## config.mk

```make
export PLATFORM = sky130hd
export DESIGN_NAME = cpu_control_unit_flat
export DESIGN_NICKNAME = d
export VERILOG_FILES = /design/src/rtl/cpu_ctrl_pkg.sv /design/src/rtl/cpu_control_unit_if.sv /design/src/rtl/cpu_control_unit_ir_reg_select.sv /design/src/rtl/cpu_control_unit.sv /design/src/flat_wrapper.sv
export SDC_FILE = /design/constraint.sdc
export NUM_CORES = 1
export LEC_CHECK = 0
export CAP_MARGIN = 20
export CORE_UTILIZATION = 39
export CTS_BUF_LIST = sky130_fd_sc_hd__clkbuf_16
export DETAILED_ROUTE_END_ITERATION = 6
export PLACE_DENSITY = 0.8
export SETUP_SLACK_MARGIN = 0.2
export SLEW_MARGIN = 20
export SYNTH_ARGS = -nofsm -noshare
export SYNTH_HDL_FRONTEND = slang
export SYNTH_SLANG_ARGS = --single-unit
```

## constraint.sdc

```tcl
create_clock -name clk -period 6.8 [get_ports clk]
set_input_delay 2.04 -clock clk [delete_from_list [all_inputs] [get_ports clk]]
set_output_delay 2.04 -clock clk [all_outputs]
set_load 0.005 [all_outputs]
```

## src/rtl/cpu_ctrl_pkg.sv

```systemverilog
// rtl/cpu_ctrl_pkg.sv - opcodes, state encoding and IR field positions for cpu_control_unit
package cpu_ctrl_pkg;

  localparam int OP_HI = 31;
  localparam int OP_LO = 27;
  localparam int RA_HI = 26;
  localparam int RA_LO = 23;
  localparam int RB_HI = 22;
  localparam int RB_LO = 19;
  localparam int RC_HI = 18;
  localparam int RC_LO = 15;

  localparam logic [4:0] OP_LD   = 5'b00000;
  localparam logic [4:0] OP_LDI  = 5'b00001;
  localparam logic [4:0] OP_ST   = 5'b00010;
  localparam logic [4:0] OP_ADD  = 5'b00011;
  localparam logic [4:0] OP_SUB  = 5'b00100;
  localparam logic [4:0] OP_SHR  = 5'b00101;
  localparam logic [4:0] OP_SHL  = 5'b00110;
  localparam logic [4:0] OP_ROR  = 5'b00111;
  localparam logic [4:0] OP_ROL  = 5'b01000;
  localparam logic [4:0] OP_OR   = 5'b01001;
  localparam logic [4:0] OP_AND  = 5'b01010;
  localparam logic [4:0] OP_ADDI = 5'b01011;
  localparam logic [4:0] OP_ANDI = 5'b01100;
  localparam logic [4:0] OP_ORI  = 5'b01101;
  localparam logic [4:0] OP_MUL  = 5'b01110;
  localparam logic [4:0] OP_DIV  = 5'b01111;
  localparam logic [4:0] OP_NEG  = 5'b10000;
  localparam logic [4:0] OP_NOT  = 5'b10001;
  localparam logic [4:0] OP_IN   = 5'b10110;
  localparam logic [4:0] OP_OUT  = 5'b10111;
  localparam logic [4:0] OP_MFHI = 5'b11000;
  localparam logic [4:0] OP_MFLO = 5'b11001;
  localparam logic [4:0] OP_NOP  = 5'b11010;
  localparam logic [4:0] OP_HALT = 5'b11011;

  typedef enum logic [3:0] {
    ST_RST, ST_T0, ST_T1, ST_T1W, ST_T2, ST_T3, ST_T4, ST_T5, ST_T6, ST_T7, ST_HALT
  } state_t;

  // Instruction families that share a microstep sequence
  typedef enum logic [3:0] {
    CL_ALU, CL_MULDIV, CL_UNARY, CL_IMM, CL_LD, CL_ST,
    CL_MFHI, CL_MFLO, CL_IN, CL_OUT, CL_HALT, CL_NOP
  } op_class_t;

  function automatic op_class_t classify(input logic [4:0] op);
    op_class_t cls;
    case (op)
      OP_ADD, OP_SUB, OP_SHR, OP_SHL,
      OP_ROR, OP_ROL, OP_OR, OP_AND:   cls = CL_ALU;
      OP_MUL, OP_DIV:                  cls = CL_MULDIV;
      OP_NEG, OP_NOT:                  cls = CL_UNARY;
      OP_ADDI, OP_ANDI, OP_ORI, OP_LDI: cls = CL_IMM;
      OP_LD:                           cls = CL_LD;
      OP_ST:                           cls = CL_ST;
      OP_MFHI:                         cls = CL_MFHI;
      OP_MFLO:                         cls = CL_MFLO;
      OP_IN:                           cls = CL_IN;
      OP_OUT:                          cls = CL_OUT;
      OP_HALT:                         cls = CL_HALT;
      OP_NOP:                          cls = CL_NOP;
      default:                         cls = CL_NOP;
    endcase
    return cls;
  endfunction

  // Immediate forms and address calculations reuse the plain ALU operation
  function automatic logic [4:0] alu_select(input logic [4:0] op);
    logic [4:0] sel;
    case (op)
      OP_ANDI:                        sel = OP_AND;
      OP_ORI:                         sel = OP_OR;
      OP_ADDI, OP_LDI, OP_LD, OP_ST:  sel = OP_ADD;
      default:                        sel = op;
    endcase
    return sel;
  endfunction

endpackage

```

## src/rtl/cpu_control_unit_if.sv

```systemverilog
// rtl/cpu_control_unit_if.sv - control unit <-> datapath strobe bundle
interface cpu_control_unit_if #(
  parameter int NUM_REGS = 16,
  parameter int OPW      = 5
);
  logic [31:0]         ir;
  logic                mem_rdy;
  logic [NUM_REGS-1:0] reg_in;
  logic [NUM_REGS-1:0] reg_out;
  logic BAout, PCout, PCin, incPC, MARin, MDRin, MDRout, IRin, Yin, Zin;
  logic ZLowOut, ZHighOut, HIin, LOin, HIout, LOout, Cout, InPortOut, OutPortin;
  logic Read, Write;
  logic [OPW-1:0]      opcode;
  logic                run;

  modport master (
    input  ir, mem_rdy,
    output reg_in, reg_out, BAout, PCout, PCin, incPC, MARin, MDRin, MDRout, IRin,
           Yin, Zin, ZLowOut, ZHighOut, HIin, LOin, HIout, LOout, Cout, InPortOut,
           OutPortin, Read, Write, opcode, run
  );

  modport slave (
    output ir, mem_rdy,
    input  reg_in, reg_out, BAout, PCout, PCin, incPC, MARin, MDRin, MDRout, IRin,
           Yin, Zin, ZLowOut, ZHighOut, HIin, LOin, HIout, LOout, Cout, InPortOut,
           OutPortin, Read, Write, opcode, run
  );
endinterface

```

## src/rtl/cpu_control_unit_ir_reg_select.sv

```systemverilog
// rtl/cpu_control_unit_ir_reg_select.sv - IR register field to one-hot reg_in/reg_out/BAout
module ir_reg_select #(
  parameter int NUM_REGS = 16
) (
  input  logic [3:0]          ra,
  input  logic [3:0]          rb,
  input  logic [3:0]          rc,
  input  logic                gra,
  input  logic                grb,
  input  logic                grc,
  input  logic                rin,
  input  logic                rout,
  input  logic                ba,
  output logic [NUM_REGS-1:0] reg_in,
  output logic [NUM_REGS-1:0] reg_out,
  output logic                ba_out
);
  logic [3:0]          sel;
  logic [NUM_REGS-1:0] one_hot;
  logic                base;

  // Pick the requested field, then expand; R0 as a base register drives zero instead
  always_comb begin
    sel = 4'd0;
    if (gra)      sel = ra;
    else if (grb) sel = rb;
    else if (grc) sel = rc;
    one_hot = NUM_REGS'(1) << sel;
    base    = ba && (sel == 4'd0);
    ba_out  = rout && base;
    reg_out = (rout && !base) ? one_hot : '0;
    reg_in  = rin ? one_hot : '0;
  end
endmodule

```

## src/rtl/cpu_control_unit.sv

```systemverilog
// rtl/cpu_control_unit.sv - multi-cycle control FSM; optional INSTR_COUNT_EN adds instr_count
module cpu_control_unit
  import cpu_ctrl_pkg::*;
#(
  parameter int NUM_REGS = 16,
  parameter int OPW      = 5
) (
  input logic clk,
  input logic clr,
  cpu_control_unit_if.master bus
`ifdef INSTR_COUNT_EN
  , output logic [31:0] instr_count
`endif
);
  state_t              state, next_state;
  op_class_t           cls;
  logic [4:0]          op;
  logic                gra, grb, grc, rin, rout, ba;
  logic [NUM_REGS-1:0] sel_reg_in, sel_reg_out;
  logic                sel_ba_out;
  logic                unused_ir;

  assign op        = bus.ir[OP_HI:OP_LO];
  assign cls       = classify(op);
  assign unused_ir = ^bus.ir[RC_LO-1:0];

  // Sequencing: fetch, decode, then the family-specific microsteps
  always_comb begin
    next_state = state;
    case (state)
      ST_RST:        next_state = ST_T0;
      ST_T0:         next_state = ST_T1;
      ST_T1, ST_T1W: next_state = bus.mem_rdy ? ST_T2 : ST_T1W;
      ST_T2:         next_state = ST_T3;
      ST_T3: begin
        if (cls == CL_HALT) next_state = ST_HALT;
        else if (cls inside {CL_ALU, CL_MULDIV, CL_UNARY, CL_IMM, CL_LD, CL_ST})
          next_state = ST_T4;
        else next_state = ST_T0;
      end
      ST_T4:   next_state = (cls == CL_UNARY) ? ST_T0 : ST_T5;
      ST_T5:   next_state = (cls inside {CL_MULDIV, CL_LD, CL_ST}) ? ST_T6 : ST_T0;
      ST_T6: begin
        if (cls == CL_ST)      next_state = ST_T7;
        else if (cls == CL_LD) next_state = bus.mem_rdy ? ST_T7 : ST_T6;
        else                   next_state = ST_T0;
      end
      ST_T7:   next_state = (cls == CL_ST && !bus.mem_rdy) ? ST_T7 : ST_T0;
      ST_HALT: next_state = ST_HALT;
      default: next_state = ST_RST;
    endcase
  end

  // State register; reset aborts any instruction in flight
  always_ff @(posedge clk or negedge clr) begin
    if (!clr) state <= ST_RST;
    else      state <= next_state;
  end

  // Moore strobe decode from the state register and the IR
  always_comb begin
    {bus.PCout, bus.PCin, bus.incPC, bus.MARin, bus.MDRin, bus.MDRout, bus.IRin} = '0;
    {bus.Yin, bus.Zin, bus.ZLowOut, bus.ZHighOut, bus.HIin, bus.LOin} = '0;
    {bus.HIout, bus.LOout, bus.Cout, bus.InPortOut, bus.OutPortin} = '0;
    {bus.Read, bus.Write} = '0;
    {gra, grb, grc, rin, rout, ba} = '0;
    bus.opcode = '0;
    bus.run    = (state != ST_HALT);
    case (state)
      ST_T0:  {bus.PCout, bus.MARin, bus.incPC, bus.Zin} = '1;
      ST_T1:  {bus.ZLowOut, bus.PCin, bus.Read, bus.MDRin} = '1;
      ST_T1W: {bus.Read, bus.MDRin} = '1;
      ST_T2:  {bus.MDRout, bus.IRin} = '1;
      ST_T3: begin
        case (cls)
          CL_ALU, CL_MULDIV:   {grb, rout, bus.Yin} = '1;
          CL_UNARY: begin
            {grb, rout, bus.Zin} = '1;
            bus.opcode = OPW'(op);
          end
          CL_IMM, CL_LD, CL_ST: {grb, rout, ba, bus.Yin} = '1;
          CL_MFHI: {bus.HIout, gra, rin} = '1;
          CL_MFLO: {bus.LOout, gra, rin} = '1;
          CL_IN:   {bus.InPortOut, gra, rin} = '1;
          CL_OUT:  {gra, rout, bus.OutPortin} = '1;
          default: ;
        endcase
      end
      ST_T4: begin
        case (cls)
          CL_ALU, CL_MULDIV: begin
            {grc, rout, bus.Zin} = '1;
            bus.opcode = OPW'(op);
          end
          CL_UNARY: {bus.ZLowOut, gra, rin} = '1;
          CL_IMM, CL_LD, CL_ST: begin
            {bus.Cout, bus.Zin} = '1;
            bus.opcode = OPW'(alu_select(op));
          end
          default: ;
        endcase
      end
      ST_T5: begin
        case (cls)
          CL_ALU, CL_IMM: {bus.ZLowOut, gra, rin} = '1;
          CL_MULDIV:      {bus.ZLowOut, bus.LOin} = '1;
          CL_LD, CL_ST:   {bus.ZLowOut, bus.MARin} = '1;
          default: ;
        endcase
      end
      ST_T6: begin
        case (cls)
          CL_MULDIV: {bus.ZHighOut, bus.HIin} = '1;
          CL_LD:     {bus.Read, bus.MDRin} = '1;
          CL_ST:     {gra, rout, bus.MDRin} = '1;
          default: ;
        endcase
      end
      ST_T7: begin
        if (cls == CL_LD)      {bus.MDRout, gra, rin} = '1;
        else if (cls == CL_ST) bus.Write = 1'b1;
      end
      default: ;
    endcase
  end

  ir_reg_select #(.NUM_REGS(NUM_REGS)) u_reg_select (
    .ra      (bus.ir[RA_HI:RA_LO]),
    .rb      (bus.ir[RB_HI:RB_LO]),
    .rc      (bus.ir[RC_HI:RC_LO]),
    .gra     (gra),
    .grb     (grb),
    .grc     (grc),
    .rin     (rin),
    .rout    (rout),
    .ba      (ba),
    .reg_in  (sel_reg_in),
    .reg_out (sel_reg_out),
    .ba_out  (sel_ba_out)
  );

  assign bus.reg_in  = sel_reg_in;
  assign bus.reg_out = sel_reg_out;
  assign bus.BAout   = sel_ba_out;

`ifdef INSTR_COUNT_EN
  logic retire;
  assign retire = (next_state == ST_T0) && (state != ST_RST);

  // Retired-instruction counter; HALT never returns to T0 so it freezes there
  always_ff @(posedge clk or negedge clr) begin
    if (!clr)        instr_count <= '0;
    else if (retire) instr_count <= instr_count + 32'd1;
  end
`endif
endmodule

```

## src/flat_wrapper.sv

```systemverilog
// flat-port wrapper written by rule: the top's interface ports become plain ports
module cpu_control_unit_flat import cpu_ctrl_pkg::*;
#(
  parameter int NUM_REGS = 16,
  parameter int OPW      = 5
)
  (clk, clr, bus_ir, bus_mem_rdy, bus_reg_in, bus_reg_out, bus_BAout, bus_PCout, bus_PCin, bus_incPC, bus_MARin, bus_MDRin, bus_MDRout, bus_IRin, bus_Yin, bus_Zin, bus_ZLowOut, bus_ZHighOut, bus_HIin, bus_LOin, bus_HIout, bus_LOout, bus_Cout, bus_InPortOut, bus_OutPortin, bus_Read, bus_Write, bus_opcode, bus_run);
  cpu_control_unit_if #(.NUM_REGS(NUM_REGS), .OPW(OPW)) bus_i ();
  input logic clk;
  input logic clr;
  input wire logic [$bits(bus_i.ir)-1:0] bus_ir;
  input wire logic [$bits(bus_i.mem_rdy)-1:0] bus_mem_rdy;
  output wire logic [$bits(bus_i.reg_in)-1:0] bus_reg_in;
  output wire logic [$bits(bus_i.reg_out)-1:0] bus_reg_out;
  output wire logic [$bits(bus_i.BAout)-1:0] bus_BAout;
  output wire logic [$bits(bus_i.PCout)-1:0] bus_PCout;
  output wire logic [$bits(bus_i.PCin)-1:0] bus_PCin;
  output wire logic [$bits(bus_i.incPC)-1:0] bus_incPC;
  output wire logic [$bits(bus_i.MARin)-1:0] bus_MARin;
  output wire logic [$bits(bus_i.MDRin)-1:0] bus_MDRin;
  output wire logic [$bits(bus_i.MDRout)-1:0] bus_MDRout;
  output wire logic [$bits(bus_i.IRin)-1:0] bus_IRin;
  output wire logic [$bits(bus_i.Yin)-1:0] bus_Yin;
  output wire logic [$bits(bus_i.Zin)-1:0] bus_Zin;
  output wire logic [$bits(bus_i.ZLowOut)-1:0] bus_ZLowOut;
  output wire logic [$bits(bus_i.ZHighOut)-1:0] bus_ZHighOut;
  output wire logic [$bits(bus_i.HIin)-1:0] bus_HIin;
  output wire logic [$bits(bus_i.LOin)-1:0] bus_LOin;
  output wire logic [$bits(bus_i.HIout)-1:0] bus_HIout;
  output wire logic [$bits(bus_i.LOout)-1:0] bus_LOout;
  output wire logic [$bits(bus_i.Cout)-1:0] bus_Cout;
  output wire logic [$bits(bus_i.InPortOut)-1:0] bus_InPortOut;
  output wire logic [$bits(bus_i.OutPortin)-1:0] bus_OutPortin;
  output wire logic [$bits(bus_i.Read)-1:0] bus_Read;
  output wire logic [$bits(bus_i.Write)-1:0] bus_Write;
  output wire logic [$bits(bus_i.opcode)-1:0] bus_opcode;
  output wire logic [$bits(bus_i.run)-1:0] bus_run;
  assign bus_i.ir = bus_ir;
  assign bus_i.mem_rdy = bus_mem_rdy;
  assign bus_reg_in = bus_i.reg_in;
  assign bus_reg_out = bus_i.reg_out;
  assign bus_BAout = bus_i.BAout;
  assign bus_PCout = bus_i.PCout;
  assign bus_PCin = bus_i.PCin;
  assign bus_incPC = bus_i.incPC;
  assign bus_MARin = bus_i.MARin;
  assign bus_MDRin = bus_i.MDRin;
  assign bus_MDRout = bus_i.MDRout;
  assign bus_IRin = bus_i.IRin;
  assign bus_Yin = bus_i.Yin;
  assign bus_Zin = bus_i.Zin;
  assign bus_ZLowOut = bus_i.ZLowOut;
  assign bus_ZHighOut = bus_i.ZHighOut;
  assign bus_HIin = bus_i.HIin;
  assign bus_LOin = bus_i.LOin;
  assign bus_HIout = bus_i.HIout;
  assign bus_LOout = bus_i.LOout;
  assign bus_Cout = bus_i.Cout;
  assign bus_InPortOut = bus_i.InPortOut;
  assign bus_OutPortin = bus_i.OutPortin;
  assign bus_Read = bus_i.Read;
  assign bus_Write = bus_i.Write;
  assign bus_opcode = bus_i.opcode;
  assign bus_run = bus_i.run;
  cpu_control_unit #(.NUM_REGS(NUM_REGS), .OPW(OPW)) u_core (.clk(clk), .clr(clr), .bus(bus_i));
endmodule
```

# Word level (Yosys, flattened, before mapping)
# Memory sizes are Yosys's and may differ from the RTL's.
# Cells that the tools add are included.
# word_totals
regBits	4
output_inout_bits	59
in_bits	35
mem_count	1
mem_bits_ro	128
elab_cells	113
# memory_table
memory	depth	word_bits	rd	rd_clocked_by_memory_dff	wr	line_no	rtl
(no name shown)	32	4	1	0	0	cpu_ctrl_pkg.sv:50	case (op)
# classes
shifts	1
n_eq_ne	26
n_reduce_logical	23
mux	61
# ops
cell	n
4-bit case mux with 10 select lines	1
1-bit two-way mux	34
4-bit by 3-bit equality test with 1-bit output, second input constant	8
16-bit two-way mux	2
4-bit two-way mux	8
4-bit equality test, second input constant	6
5-bit case mux with 2 select lines	2
4-bit by 2-bit equality test with 1-bit output, second input constant	4
1-bit by 4-bit left shift with 16-bit output, first input constant	1
5-bit by 4-bit equality test with 1-bit output, second input constant	3
5-bit case mux with 3 select lines	1
4-bit logical NOT	3
3-bit two-way mux	3
1-bit case mux with 3 select lines	3
4-bit by 1-bit equality test with 1-bit output, second input constant	2
1-bit case mux with 2 select lines	4
2-bit OR reduction	4
4-bit OR reduction	2
7-bit OR reduction	1
6-bit nonzero test	1
3-bit OR reduction	2
6-bit OR reduction	1
5-bit by 1-bit equality test with 1-bit output, second input constant	1
5-bit by 2-bit equality test with 1-bit output, second input constant	1
other kinds (9)	13

# Logic depth before layout (Yosys ltp)
# Gate-level depths: netlist of run 1.
# An unclocked memory read counts as a cell.
# logic_depth
word_depth	13
depth_mapped	12
ltp_nobuf	9

# Hierarchy
# Synthesis of run 1 repeated with hierarchy kept, for this count alone.
# hier_totals
hier_cells	234
area_unflattened_um2	1477.7
# modules_own_cells
module	cells_each	seq_area_each_um2	instances	area_each_um2
cpu_control_unit	162	100.1	1	1106.1
ir_reg_select	72	0.0	1	371.6

# Worst setup path before layout of run 1
# No wires, ideal clock.
# synth_timing
kind	input to output
start	input bus_ir[28]
end	output bus_reg_out[13]
required_ps	4760
arrival_ps	4289
stages	11
path_buffers	2
slack_ps	471
cell_sequence	buf_2 inv_1 ha_1 mux2_2 o211ai_2 o21a_1 buf_2 nand4b_4 o221a_2 a211o_4 nor3_1
# synth_between
elab_chain_cells	13
elab_cells_between_ends	40
cone_classes	9 x eq/ne; 1 x shift; 18 x mux; 11 x reduce/logical; 1 x memory
# synth_rtl
item	line_no	rtl
from (decl)	flat_wrapper.sv:11	input wire logic [$bits(bus_i.ir)-1:0] bus_ir;
memory read 32 x 4 bit *	--	
4-bit by 1-bit equality test with 1-bit output or 4-bit logical NOT (tied branches)	cpu_control_unit.sv:75, cpu_control_unit.sv:90, cpu_control_unit.sv:104	
2-bit OR reduction	--	
1-bit two-way mux	cpu_control_unit.sv:90	case (cls)
1-bit two-way mux	cpu_control_unit.sv:69	case (state)
4-bit two-way mux	cpu_control_unit_ir_reg_select.sv:27	else if (grc) sel = rc;
4-bit two-way mux	cpu_control_unit_ir_reg_select.sv:26	else if (grb) sel = rb;
4-bit two-way mux	cpu_control_unit_ir_reg_select.sv:25	if (gra) sel = ra;
4-bit logical NOT	cpu_control_unit_ir_reg_select.sv:29	base = ba && (sel == 4'd0);
1-bit logical AND	cpu_control_unit_ir_reg_select.sv:29	
1-bit logical NOT	cpu_control_unit_ir_reg_select.sv:31	reg_out = (rout && !base) ? one_hot : '0;
1-bit logical AND	cpu_control_unit_ir_reg_select.sv:31	
16-bit two-way mux *	cpu_control_unit_ir_reg_select.sv:31	
to (decl)	flat_wrapper.sv:14	output wire logic [$bits(bus_i.reg_out)-1:0] bus_reg_out;
# Every way passes the cells marked *; elsewhere a longest branch is shown, timed or not.

# Final worst setup path of run 1
# layout_timing
start	input bus_ir[28]
end	output bus_reg_in[8]
# layout_between
elab_chain_cells	10
elab_cells_between_ends	33
cone_classes	9 x eq/ne; 1 x shift; 16 x mux; 6 x reduce/logical; 1 x memory
# layout_rtl
item	line_no	rtl
memory read 32 x 4 bit *	--	
4-bit by 1-bit equality test with 1-bit output or 4-bit logical NOT (tied branches)	cpu_control_unit.sv:75, cpu_control_unit.sv:90, cpu_control_unit.sv:104	
2-bit OR reduction	--	
1-bit two-way mux	cpu_control_unit.sv:90	
1-bit two-way mux	cpu_control_unit.sv:69	
4-bit two-way mux	cpu_control_unit_ir_reg_select.sv:27	
4-bit two-way mux	cpu_control_unit_ir_reg_select.sv:26	
4-bit two-way mux	cpu_control_unit_ir_reg_select.sv:25	
1-bit by 4-bit left shift with 16-bit output	cpu_control_unit_ir_reg_select.sv:28	one_hot = NUM_REGS'(1) << sel;
16-bit two-way mux *	cpu_control_unit_ir_reg_select.sv:32	reg_in = rin ? one_hot : '0;
to (decl)	flat_wrapper.sv:13	output wire logic [$bits(bus_i.reg_in)-1:0] bus_reg_in;
# Marks and branches as above.

==> results of run 1 <==
[through the flow]
step / std cells / hold slack [ns] / setup WS, ns
after floorplan: 229 / 0.7533 / 0.4713
after global placement: 393 / 0.7997 / -0.4535
after detailed placement: 393 / 0.8005 / -0.5260
after CTS: 424 / 0.8513 / 0.1739
after global routing: 427 / 0.8828 / 0.1031
final: 427 / 0.8607 / 0.1457
[kinds of logic after synthesis]
logic type | Yosys count | synth area share, %
flip-flops | 4 | 6.211
AO/OA/AOI/OAI | 70 | 35.17
buffers and inverters | 25 | 7.764
multiplexers | 1 | 0.6987
adder cells (fa/ha/maj) | 4 | 3.106
AND/OR/NAND/NOR | 125 | 47.05
[cell usage in the layout (no fill, tap or decap), types with 5 or more instances in the layout]
cell type,netlist,final
o21ai_0,8,8
buf_4,3,72
nand2b_1,8,7
a21oi_1,12,10
nor2_1,29,27
nand3_1,6,6
nor4_2,6,7
clkdlybuf4s15_1,0,7
inv_1,7,5
nand2_1,13,13
clkdlybuf4s50_1,0,38
dlygate4sd2_1,0,22
nand3b_1,6,6
nor3_2,1,5
nor3_1,18,14
nor4_1,9,6
buf_2,10,8
buf_6,1,11
[per-layer routing]
metal,vias to the layer above,wire length [um]
met3,46,815
met4,0,379
li1,1179,-
met5,-,0
met1,1288,3383
met2,220,4443
[cell type report]
type	instances	area (sq um)	share of cell area (%)
multi-input combinational	200	1695	50.26
timing repair buffer	162	1405	41.65
sequential	4	100.1	2.967
clock buffer	3	75.07	2.226
tap	50	62.56	1.855
inverter	8	35.03	1.039
[critical path, cell delays in order]
cell and delay [ns]:
buf_2 0.13, inv_4 0.09, ha_4 0.21, mux2_2 0.28, o211ai_2 0.19, o21a_2 0.23
nand4b_4 0.18, o22ai_4 0.18, buf_12 0.16, buf_4 0.12, o21ai_4 0.10, nor4_2 0.37
dlygate4sd2_1 0.33
[worst paths after layout]
check,start,endpoint,slack (ns),depth (start not counted)
min in group asynchronous,clr,u_core.state[3]$_DFF_PN0_,2.01,1
setup reg to reg,u_core.state[0]$_DFF_PN0_,u_core.state[3]$_DFF_PN0_,4.88,6
hold / removal,u_core.state[3]$_DFF_PN0_,u_core.state[0]$_DFF_PN0_,0.86,2
max in group asynchronous,clr,u_core.state[2]$_DFF_PN0_,4.62,1
setup / recovery,bus_ir[28],bus_reg_in[8],0.15,13
hold reg to reg,u_core.state[3]$_DFF_PN0_,u_core.state[0]$_DFF_PN0_,0.86,2
[power by group through the flow]
stage          Clock, mW  Sequential [mW]  Combinational (mW)
4_1_cts           0.0932           0.0240               0.131
2_1_floorplan          0           0.0242              0.0530
6_report          0.0933           0.0240               0.154
3_3_place_gp           0           0.0242               0.101
5_1_grt           0.0962           0.0240               0.160
3_5_place_dp           0           0.0242               0.103
[timing repair]
action,4_1_cts,5_1_grt
setup buffers,27,3
endpoints found under the setup margin,46,40
gates cloned,1,0
pin swaps,28,13
resized for setup,118,35
==> qor.yml, run 1 <==
yosys:
  synth_fp_nets: 268
  avgSynthCellArea_sq_um: 7.037
  synth.most_common_cell: "nor2_1"
  synth_ff_type: "dfrtp_1"
  yosys.area.top_type: "nor2_1"
  synth_edf_count: 0
  syn_inst: 229
  synth_top_area_share_pct: 6.755
  ys_ff_latch: 4
  netlist_area_sq_mm: 0.001612
  synth.yosys.seq_area_share_pct: 6.211
  synth_warnings: 0
  synth_common_cells: "nor2_1, nor3_1, nand2_1, a21oi_1, buf_2"
  ys_types: 68
  synth-async-reset-ratio_pct: 100.0
  synth_area_leaders: "nor2_1, dfrtp_1, nor3_1"
clock_tree:
  htreeDepth: 1
  clock_latency_ns: 0.23
  cts_inserted_buffers: 3
  cts_root_buf: "clkbuf_16"
  cts-hold-fix-buffers: 0
  clock-sinks: 4
  cts_tree: "built"
  ctsLongestPathBuffers: 2
  clkTransAtPathRegs_ns: 0.03
drt:
  totalWireLength_um: 9022
  avgRoutedWirePerCell_um: 21.13
  first_pass_iters: 5
  drt_first_iter_violations: 378
  vias: 2733
  antenna_left: 0
  drc_errors: 0
  via_per_inst: 6.400
setup_path:
  path_class: "in -> out"
  critPathLaunchType: "input pin"
  path_max_fanout: 8
  cp.required_ns: 4.76
  worst_ep_arrival_time_ns: 4.61
  endpoint_kind: "output port"
sta:
  min_period_ns: 6.654
  slew_headroom_pct: 61.82
  fin_tns_setup_ns: 0
  setup_viol: 0
  timing.final.crit_share_pct: 97.86
  rsz0062_at_grt: "true"
  drv_slew: 0
  fmax_mhz: 150.3
  tightestPinTransition_ns: 0.5708
  final_hold_viol_count: 0
  finalClockSkew_ns: 0.001819
layout:
  layout-drive-gt1-share_pct: 43.77
  area_delta_synth_final_pct: 109.3
  top_register: "u_core.state"
  antenna_cells: 0
  nets: 418
  fill_cells: 197
  reg_top3: "u_core.state x4"
  stdcell_area_sq_mm: 0.003373
  largest_register_ffs: 4
  fin_util_pct: 84.94
hold_path:
  min_path_type: "reg -> reg"
die:
  row_count: 23
  core_sq_mm: 0.003971
  start_util_pct: 40.58
  fp.dieW_um: 66.28
  fp.dieH_um: 66.28
  dieArea_sq_mm: 0.004393
  ios: 94
global_routing:
  use_met3_pct: 3.448
  grt_max_degree: 17
  track_usage_pct: 36.15
  overflow: 0
  met1_usage_pct: 45.28
  globalRouteMet2Util_pct: 60.97
  antenna_found_initial: 0
  grt_pass1_vias: 2443
  busiest_layer: "met2"
  grt_first_pass_wirelength_um: 12180
power:
  pwr-share-comb_pct: 56.8
  vdd_ir_drop_max_uv: 68.71
  p_int_uw: 172.2
  powerDensity_mw_per_mm2: 80.41
  p_clk_share_pct: 34.4
  power_switching_uw: 99.07
  seqPwrFrac_pct: 8.8
  finalPower_uw: 271.3
  switching_share_pct: 36.52
  power.leakage_nw: 1.459
placement:
  io_buffers: 78
  place_area_sq_mm: 0.002770
  dpl.hpwl_um: 4787
  globalplace.congestion: 0.9488
outcome:
  status: "completed"
job:
  drv_cap: 0
Note: power is estimated with default switching activity, not from simulation.
==> run 2, diff against run 1 <==
MAX_ROUTING_LAYER = met4   (was default)
PLACE_DENSITY = 0.9   (was 0.8)
==> run 2 against run 1 <==
The flow now finishes with violations (setup timing). Critical path depth decreased by 3. Utilization decreased by 0.50 points. First-iteration DRC count increased by 4.8%. Critical endpoint is now bus_reg_out[2]. Wire length increased by 4.2%. Final area decreased by 0.59%. Sequential power about the same. Global-route usage decreased by 1.7 points.
==> qor.yml, run 2 (synthesis results as in run 1) <==
placement:
  place_area_sq_mm: 0.002735
  io_buffers: 78
  dp_cells: 390
  dpl.hpwl_um: 4992
  globalplace.congestion: 0.9554
  dp_slack_ns: -0.5236
global_routing:
  grt_first_pass_wirelength_um: 11540
  grt_pass1_vias: 2527
  overflow: 0
  track_usage_pct: 34.45
  antenna_found_initial: 0
  grt_max_degree: 17
setup_path:
  path_max_fanout: 7
  endpoint_kind: "output port"
  critPathLaunchType: "input pin"
  cp.required_ns: 4.76
  cp_slowest_stage_delay_ns: 0.53
  slowest_stage: "clkdlybuf4s50_1"
  worst_ep_arrival_time_ns: 4.77
  cp_common_cell: "buf_4"
  path_class: "in -> out"
  cp_cell_sequence: "dlygate4sd2_1, buf_4, o31a_1, o21a_1, buf_4, a22oi_2, and2_4, o2111ai_2, nor2_1, clkdlybuf4s50_1"
sta:
  tightestPinTransition_ns: 0.6725
  drv_slew: 0
  final_hold_viol_count: 0
  finalClockSkew_ns: 0.003365
  timing.final.crit_share_pct: 100.2
  rsz0062_at_grt: "true"
  fmax_mhz: 146.8
  slew_headroom_pct: 55.00
  setup_ws_ns: -0.01327
  setup_viol: 2
  fin_tns_setup_ns: -0.02241
  worst_hold_slack_ns: 0.8663
  min_period_ns: 6.813
drt:
  antenna_left: 0
  via_per_inst: 6.672
  drt_first_iter_violations: 396
  avgRoutedWirePerCell_um: 22.17
  vias: 2829
  drc_errors: 0
  totalWireLength_um: 9401
  first_pass_iters: 6
layout:
  antenna_cells: 0
  stdcell_area_sq_mm: 0.003353
  fill_cells: 187
  layout-drive-gt1-share_pct: 47.33
  top_register: "u_core.state"
  final_cell_mix: "buf_4, clkdlybuf4s50_1, nor2_1"
  instances_no_fill: 424
  largest_register_ffs: 4
  nets: 415
  reg_top3: "u_core.state x4"
  fin_util_pct: 84.44
  area_delta_synth_final_pct: 108.1
  final_common_cell: "buf_4"
clock_tree:
  cts_tree: "built"
  clkTransAtPathRegs_ns: 0.03
  cts-hold-fix-buffers: 0
  clock-sinks: 4
  cts_inserted_buffers: 3
  cts_root_buf: "clkbuf_16"
  ctsLongestPathBuffers: 2
  htreeDepth: 1
  clock_latency_ns: 0.23
job:
  drv_cap: 0
power:
  power.leakage_nw: 1.504
  powerDensity_mw_per_mm2: 80.70
  vdd_ir_drop_max_uv: 56.29
  finalPower_uw: 270.6
die:
  row_count: 23
  start_util_pct: 40.58
  core_sq_mm: 0.003971
  dieArea_sq_mm: 0.004393
  ios: 94
  fp.dieW_um: 66.28
  fp.dieH_um: 66.28
outcome:
  status: "complete, but fails checks"
  violations: "setup timing"
hold_path:
  min_path_type: "reg -> reg"
run 2: cell types whose count changed in the layout (fill, tap and decap cells not counted), sizes merged:
cell	before	now
clkbuf	4	11
dlygate4sd2	22	16
clkdlybuf4s15	7	2
dlymetal6s2s	1	6
buf	93	91
clkdlybuf4s50	38	36
clkinv	0	1
inv	8	7
run 2: final timing paths:
kind,startpoint,endpoint,slack (ns),depth (start not counted)
worst max-delay path,bus_ir[31],bus_reg_out[2],-0.01,10
worst min-delay path,u_core.state[3]$_DFF_PN0_,u_core.state[0]$_DFF_PN0_,0.87,2
worst max register to register,u_core.state[0]$_DFF_PN0_,u_core.state[3]$_DFF_PN0_,4.78,6
worst min register to register,u_core.state[3]$_DFF_PN0_,u_core.state[0]$_DFF_PN0_,0.87,2
max in group asynchronous,clr,u_core.state[2]$_DFF_PN0_,4.62,1
min in group asynchronous,clr,u_core.state[0]$_DFF_PN0_,2.01,1
run 2: worst max-delay path: cells and delay by family:
kind / cells / cell delay (ns)
buffers and inverters: 4 / 1.27
AO/OA/AOI/OAI: 4 / 1.06
AND/OR/NAND/NOR: 2 / 0.41
run 2: layout make-up:
class | count | area (sq um) | share of cell area (%)
Timing Repair Buffer | 159 | 1345 | 40.11
Tap cell | 50 | 62.56 | 1.866
Sequential cell | 4 | 100.1 | 2.985
Multi-Input combinational cell | 200 | 1739 | 51.87
Clock buffer | 3 | 75.07 | 2.239
Inverter | 8 | 31.28 | 0.9328
run 2: repair_timing:
item,CTS,global route
pin swaps,18,17
gates resized for setup,105,58
buffers inserted,15,16
setup endpoints to repair,46,39
run 2: per-layer routing:
layer	vias to the layer above	GRT usage [%]	wire length, um
li1	1171	-	-
met1	1299	37.24	3276
met2	284	62.37	4475
met3	75	3.276	969
met4	0	17.02	679
met5	-	-	0
run 2: where the power goes:
| group | total [mW] | internal (mW) | switching (mW) |
|---|---|---|---|
| combinational | 0.154 | 0.0734 | 0.0804 |
| clock | 0.0928 | 0.0752 | 0.0176 |
| sequential | 0.0240 | 0.0240 | 0 |
